`config.mk`:
```
export PLATFORM = sky130hd
export DESIGN_NAME = multicycle_controller_flat
export DESIGN_NICKNAME = d
export VERILOG_FILES = /design/src/rtl/multicycle_controller_if.sv /design/src/rtl/multicycle_controller.sv /design/src/flat_wrapper.sv
export SDC_FILE = /design/constraint.sdc
export NUM_CORES = 1
export LEC_CHECK = 0
export CAP_MARGIN = 20
export CORE_MARGIN = 4
export CORE_UTILIZATION = 48
export DETAILED_ROUTE_END_ITERATION = 16
export GPL_ROUTABILITY_DRIVEN = 1
export PLACE_DENSITY = 0.95
export SYNTH_ARGS = -nofsm -noshare
export SYNTH_HDL_FRONTEND = slang
export SYNTH_SLANG_ARGS = --single-unit
```
`constraint.sdc`:
```
create_clock -name clk -period 9.2 [get_ports clk]
set_input_delay 1.84 -clock clk [delete_from_list [all_inputs] [get_ports clk]]
set_output_delay 1.84 -clock clk [all_outputs]
set_load 0.02 [all_outputs]
```
`src/rtl/multicycle_controller_if.sv`:
```
// Control/handshake bundle between the multicycle controller and the datapath/memories.
interface multicycle_controller_if #(
  parameter int INSTR_W = 32,
  parameter int CNT_W   = 16
);
  logic [INSTR_W-1:0] decoded_instr;
  logic               imem_ready;
  logic               dmem_ready;
  logic               md_done;
  logic               imem_r;
  logic               ir_w;
  logic               pc_w;
  logic               dmem_r;
  logic               dmem_w;
  logic               regfile_w;
  logic               md_start;
  logic               illegal;
  logic [2:0]         state;
  logic [CNT_W-1:0]   retired_cnt;
  logic [CNT_W-1:0]   stall_cnt;

  modport master (
    input  decoded_instr, imem_ready, dmem_ready, md_done,
    output imem_r, ir_w, pc_w, dmem_r, dmem_w, regfile_w, md_start, illegal,
           state, retired_cnt, stall_cnt
  );

  modport slave (
    output decoded_instr, imem_ready, dmem_ready, md_done,
    input  imem_r, ir_w, pc_w, dmem_r, dmem_w, regfile_w, md_start, illegal,
           state, retired_cnt, stall_cnt
  );
endinterface

```
`src/rtl/multicycle_controller.sv`:
```
// FETCH/DECODE/EXEC/MEM/WB sequencer for the multicycle core, with retire/stall debug counters.
module multicycle_controller #(
  parameter int                 INSTR_W    = 32,
  parameter logic [INSTR_W-1:0] LOAD_MASK  = INSTR_W'(32'h0080_0000),
  parameter logic [INSTR_W-1:0] STORE_MASK = INSTR_W'(32'h0100_0000),
  parameter logic [INSTR_W-1:0] NOWB_MASK  = INSTR_W'(32'h2701_0000),
  parameter logic [INSTR_W-1:0] MD_MASK    = INSTR_W'(32'h8000_0000),
  parameter int                 CNT_W      = 16
) (
  input  logic                    clk,
  input  logic                    rst_n,
  multicycle_controller_if.master bus
);

  typedef enum logic [2:0] {
    S_FETCH  = 3'd0,
    S_DECODE = 3'd1,
    S_EXEC   = 3'd2,
    S_MEM    = 3'd3,
    S_WB     = 3'd4
  } state_e;

  state_e             state_q, state_d;
  logic               armed_q, armed_d;
  logic [CNT_W-1:0]   ret_q, ret_d;
  logic [CNT_W-1:0]   stall_q, stall_d;

  logic [INSTR_W-1:0] di;
  logic               ld, st, md, nowb, bad, md_go;
  logic               imem_r_c, ir_w_c, pc_w_c, dmem_r_c, dmem_w_c, rf_w_c, md_start_c, ill_c;

  assign di   = bus.decoded_instr;
  assign ld   = |(di & LOAD_MASK);
  assign st   = |(di & STORE_MASK);
  assign md   = |(di & MD_MASK);
  assign nowb = |(di & NOWB_MASK);
  // x & (x-1) clears the lowest set bit; anything left means more than one bit is set
  assign bad  = (di == '0) || ((di & (di - INSTR_W'(1))) != '0);

  always_ff @(posedge clk or negedge rst_n) begin
    if (!rst_n) begin
      state_q <= S_FETCH;
      armed_q <= 1'b0;
      ret_q   <= '0;
      stall_q <= '0;
    end else begin
      state_q <= state_d;
      armed_q <= armed_d;
      ret_q   <= ret_d;
      stall_q <= stall_d;
    end
  end

  always_comb begin
    state_d    = state_q;
    armed_d    = armed_q;
    ret_d      = ret_q;
    stall_d    = stall_q;
    imem_r_c   = 1'b0;
    ir_w_c     = 1'b0;
    pc_w_c     = 1'b0;
    dmem_r_c   = 1'b0;
    dmem_w_c   = 1'b0;
    rf_w_c     = 1'b0;
    md_start_c = 1'b0;
    ill_c      = 1'b0;
    md_go      = 1'b0;
    case (state_q)
      S_FETCH: begin
        imem_r_c = 1'b1;
        if (bus.imem_ready) begin
          ir_w_c  = 1'b1;
          state_d = S_DECODE;
        end else begin
          stall_d = stall_q + CNT_W'(1);
        end
      end
      S_DECODE: begin
        if (bad) begin
          ill_c   = 1'b1;
          pc_w_c  = 1'b1;
          state_d = S_FETCH;
        end else begin
          state_d = S_EXEC;
        end
      end
      S_EXEC: begin
        md_go = !md || bus.md_done;
        // armed flag limits md_start to the first EXEC cycle of a mul/div op
        if (md && !armed_q) begin
          md_start_c = 1'b1;
          armed_d    = 1'b1;
        end
        if (md_go) begin
          armed_d = 1'b0;
          if (ld || st) begin
            state_d = S_MEM;
          end else if (nowb) begin
            pc_w_c  = 1'b1;
            ret_d   = ret_q + CNT_W'(1);
            state_d = S_FETCH;
          end else begin
            state_d = S_WB;
          end
        end else begin
          stall_d = stall_q + CNT_W'(1);
        end
      end
      S_MEM: begin
        dmem_r_c = ld;
        dmem_w_c = st && !ld;
        if (bus.dmem_ready) begin
          if (ld) begin
            state_d = S_WB;
          end else begin
            pc_w_c  = 1'b1;
            ret_d   = ret_q + CNT_W'(1);
            state_d = S_FETCH;
          end
        end else begin
          stall_d = stall_q + CNT_W'(1);
        end
      end
      S_WB: begin
        rf_w_c  = 1'b1;
        pc_w_c  = 1'b1;
        ret_d   = ret_q + CNT_W'(1);
        state_d = S_FETCH;
      end
      default: begin
        state_d = S_FETCH;
        armed_d = 1'b0;
      end
    endcase
  end

  // Strobes are gated by rst_n so nothing fires while reset is held
  assign bus.imem_r      = imem_r_c   & rst_n;
  assign bus.ir_w        = ir_w_c     & rst_n;
  assign bus.pc_w        = pc_w_c     & rst_n;
  assign bus.dmem_r      = dmem_r_c   & rst_n;
  assign bus.dmem_w      = dmem_w_c   & rst_n;
  assign bus.regfile_w   = rf_w_c     & rst_n;
  assign bus.md_start    = md_start_c & rst_n;
  assign bus.illegal     = ill_c      & rst_n;
  assign bus.state       = state_q;
  assign bus.retired_cnt = ret_q;
  assign bus.stall_cnt   = stall_q;

endmodule
```
`src/flat_wrapper.sv`:
```
// flat-port wrapper written by rule: the top's interface ports become plain ports
module multicycle_controller_flat 
#(
  parameter int                 INSTR_W    = 32,
  parameter logic [INSTR_W-1:0] LOAD_MASK  = INSTR_W'(32'h0080_0000),
  parameter logic [INSTR_W-1:0] STORE_MASK = INSTR_W'(32'h0100_0000),
  parameter logic [INSTR_W-1:0] NOWB_MASK  = INSTR_W'(32'h2701_0000),
  parameter logic [INSTR_W-1:0] MD_MASK    = INSTR_W'(32'h8000_0000),
  parameter int                 CNT_W      = 16
)
  (clk, rst_n, bus_decoded_instr, bus_imem_ready, bus_dmem_ready, bus_md_done, bus_imem_r, bus_ir_w, bus_pc_w, bus_dmem_r, bus_dmem_w, bus_regfile_w, bus_md_start, bus_illegal, bus_state, bus_retired_cnt, bus_stall_cnt);
  multicycle_controller_if #(.INSTR_W(INSTR_W), .CNT_W(CNT_W)) bus_i ();
  input  logic clk;
  input  logic rst_n;
  input wire logic [$bits(bus_i.decoded_instr)-1:0] bus_decoded_instr;
  input wire logic [$bits(bus_i.imem_ready)-1:0] bus_imem_ready;
  input wire logic [$bits(bus_i.dmem_ready)-1:0] bus_dmem_ready;
  input wire logic [$bits(bus_i.md_done)-1:0] bus_md_done;
  output wire logic [$bits(bus_i.imem_r)-1:0] bus_imem_r;
  output wire logic [$bits(bus_i.ir_w)-1:0] bus_ir_w;
  output wire logic [$bits(bus_i.pc_w)-1:0] bus_pc_w;
  output wire logic [$bits(bus_i.dmem_r)-1:0] bus_dmem_r;
  output wire logic [$bits(bus_i.dmem_w)-1:0] bus_dmem_w;
  output wire logic [$bits(bus_i.regfile_w)-1:0] bus_regfile_w;
  output wire logic [$bits(bus_i.md_start)-1:0] bus_md_start;
  output wire logic [$bits(bus_i.illegal)-1:0] bus_illegal;
  output wire logic [$bits(bus_i.state)-1:0] bus_state;
  output wire logic [$bits(bus_i.retired_cnt)-1:0] bus_retired_cnt;
  output wire logic [$bits(bus_i.stall_cnt)-1:0] bus_stall_cnt;
  assign bus_i.decoded_instr = bus_decoded_instr;
  assign bus_i.imem_ready = bus_imem_ready;
  assign bus_i.dmem_ready = bus_dmem_ready;
  assign bus_i.md_done = bus_md_done;
  assign bus_imem_r = bus_i.imem_r;
  assign bus_ir_w = bus_i.ir_w;
  assign bus_pc_w = bus_i.pc_w;
  assign bus_dmem_r = bus_i.dmem_r;
  assign bus_dmem_w = bus_i.dmem_w;
  assign bus_regfile_w = bus_i.regfile_w;
  assign bus_md_start = bus_i.md_start;
  assign bus_illegal = bus_i.illegal;
  assign bus_state = bus_i.state;
  assign bus_retired_cnt = bus_i.retired_cnt;
  assign bus_stall_cnt = bus_i.stall_cnt;
  multicycle_controller #(.INSTR_W(INSTR_W), .LOAD_MASK(LOAD_MASK), .STORE_MASK(STORE_MASK), .NOWB_MASK(NOWB_MASK), .MD_MASK(MD_MASK), .CNT_W(CNT_W)) u_core (.clk(clk), .rst_n(rst_n), .bus(bus_i));
endmodule
```
==> flow_summary.toml <==
[worst_setup_path]
start_kind = "input port"
ff2ff_setup_slack_ps = 6830
slowest_delay_ps = 570
endpoint_kind = "primary output"
crit_required_ps = 7360
path_delay_family = "simple AND/OR/NAND/NOR gates"
rr_endpoint = "u_core.bus.stall_cnt[11]"
arrival_ps = 5050
cp.buffers_inverters = 2
crit_start = "bus_decoded_instr[0]"
cp_num_cells = 8
crit_path_end = "bus_pc_w"
cpMaxStageDelayCell = "clkdlybuf4s50_1"
crit_chain = "clkdlybuf4s50_1, nor4_2, nand4_2, or3b_2, a211o_1, nor4_4, a31oi_1, clkdlybuf4s50_1"
r2r_cells = 6
critPathKind = "input port to primary output"
cp_max_fo = 7
path_common_cell = "clkdlybuf4s50_1"
timing.rr.start = "u_core.bus.state[1]"

[layout]
fin_area_mm2 = 0.00313
final_cell_mix = "clkdlybuf4s50_1, dfrtp_1, xnor2_1"
diodes = 0
fin_nets = 353
areaGrowthSynthToFinish_pct = 41.8
regArea_um2 = 901
multi_input_area_mm2 = 0.00127
fill_cells = 332
mostFrequentLayoutCell = "clkdlybuf4s50_1"
drive_above_1_share_pct = 6.67

[synthesis]
synthArstFlopShare_pct = 100
synth_cell_types = 53
synth-simple-area-share_pct = 30.5
synth-warning-count = 0
syn_nets = 272
synthMuxAreaShare_pct = 0.510
ys_ff_latch = 36
synth_top_family_by_area = "simple AND/OR/NAND/NOR gates"
yosysTopAreaCellShare_pct = 40.8
synth_cells = 233
synth_area_leader_cell = "dfrtp_1"
synth_edf_count = 0
ys.flop_type = "dfrtp_1"
synth_area_mm2 = 0.00221
synth_xor_area_share_pct = 11.9
synth_area_leaders = "dfrtp_1, xnor2_1, xor2_1"
seq_area_frac_synth_pct = 40.8
synth_fa_ha_area_share_pct = 1.59
syn_avg_cell_area_um2 = 9.48
synth_compound_area_share_pct = 13.0

[clocking]
h-tree-depth = 2
post_cts_resized = 0
clk_pin_slew_ps = 70
clock-sinks = 36
cts_root_buffer = "clkbuf_8"
clock_latency_ps = 280
cts_hold_buffers = 0
postCtsSetupBuffers = 0
clockBufferDepth = 2
cts-buffers-inserted = 5
cts_tree = "yes"

[detailed_routing]
ant_nets = 0
drc = 0
wirelength_mm = 5.89
dr.pass1.iters = 4
viasPerCell = 5.86
vias = 2151
wl_per_cell_um = 16.0
drt_iter0_markers = 136

[floorplanning]
initial_core_util_pct = 50.1
coreArea_mm2 = 0.00441
dieArea_mm2 = 0.00575
die_h_um = 75.9
io_pins = 80
rows = 24
die_width_um = 75.9

[power]
ir_drop_v = 0.000184
powerDensity_mw_per_mm2 = 156
p_leak_nw = 1.25

[sta]
slew_viol_final = 0
finalSetupTns_ps = 0
setup_violations = 0
finalHoldViolCount = 0
fmax_ghz = 0.145
rsz0062_at_grt = "false"
clock_skew_ps = 4.28
slew_headroom_pct = 43.5
min_period_over_period_pct = 74.9
period_minus_slack_ps = 6890
tightest_slew_ps = 847
holdWs_ps = 475
setup_ws_ps = 2310

[hold_path]
min_path_type = "flip-flop to flip-flop"

[global_route]
overflow = 0
antenna_found_initial = 0
grt_pass1_vias = 2037
grt_max_degree = 42
grt_first_pass_wirelength_mm = 9.60
grt_usage_pct = 22.1

[placement]
port_buffers = 79
preCtsSetupSlack_ps = 2320
place_congestion = 0.914
place.detailed.hpwl_mm = 4.67
place_area_mm2 = 0.00304

[outcome]
status = "complete, no violations"

[run]
maxCapViolCount = 0
flip-flops by register name, summed over array words and instances, names as in the netlist:
signal	cells
u_core.bus.state	3
u_core.bus.stall_cnt	16
u_core.armed_q	1
u_core.bus.retired_cnt	16
through the flow:
stage	utilization [%]	cells	power, mW
finish	71.0	367	0.488
global route	71.0	367	0.519
CTS	71.0	367	0.492
detailed placement	68.9	359	0.377
global placement	68.9	359	0.374
floorplan	-	233	0.290
how the worst min path moves through the flow:
stage,from,endpoint,slack (ps),cells after the start
floorplan,u_core.armed_q,u_core.armed_q,470,2
detailed placement,u_core.bus.retired_cnt[15],u_core.bus.retired_cnt[15],460,1
CTS,u_core.bus.retired_cnt[15],u_core.bus.retired_cnt[15],480,1
finish,u_core.bus.retired_cnt[15],u_core.bus.retired_cnt[15],480,1
global placement,u_core.bus.retired_cnt[15],u_core.bus.retired_cnt[15],460,1
global route,u_core.bus.retired_cnt[15],u_core.bus.retired_cnt[15],500,1
Yosys cell counts, types with 4 or more instances:
cell type and n:
dfrtp_1 36, xnor2_1 21, nand2_1 20, nor2_1 16
nand4_1 11, nor3_1 10, nand3_1 9, xor2_1 9
a21oi_1 8, and3_1 7, o21ai_0 7, and4_1 5
nand3b_1 5, clkbuf_1 4, nor4_1 4, or4_1 4
metal layers:
layer  routed length (um)  vias up  share of wire [%]  GRT usage, %
li1                     -     1046                  -             -
met1                 2440     1021                 41          28.6
met2                 2970       69                 50          35.3
met3                  299       15                5.1          5.94
met4                  174        0                3.0          7.96
met5                    0        -                  0             0
cell type report:
type / count / area share [%]
Multi-Input combinational cell: 187 / 40.6
Sequential cell: 36 / 28.7
Timing Repair Buffer: 79 / 25.1
Clock buffer: 6 / 2.63
Tap cell: 52 / 2.08
Inverter: 5 / 0.599
Clock inverter: 2 / 0.319
kinds of logic after synthesis:
group	after synthesis
AO/OA/AOI/OAI	41
multiplexers	1
flip-flops	36
AND/OR/NAND/NOR	112
XOR/XNOR	30
buffers and inverters	10
adder cells (fa/ha/maj)	3
where the power goes:
part           internal, mW  switching, mW  total [mW]  leakage, nW
registers             0.178         0.0311       0.209        0.489
clock network        0.0597         0.0545       0.114       0.0510
logic                0.0819         0.0835       0.165        0.712
Power figures use the tool's default switching activity.
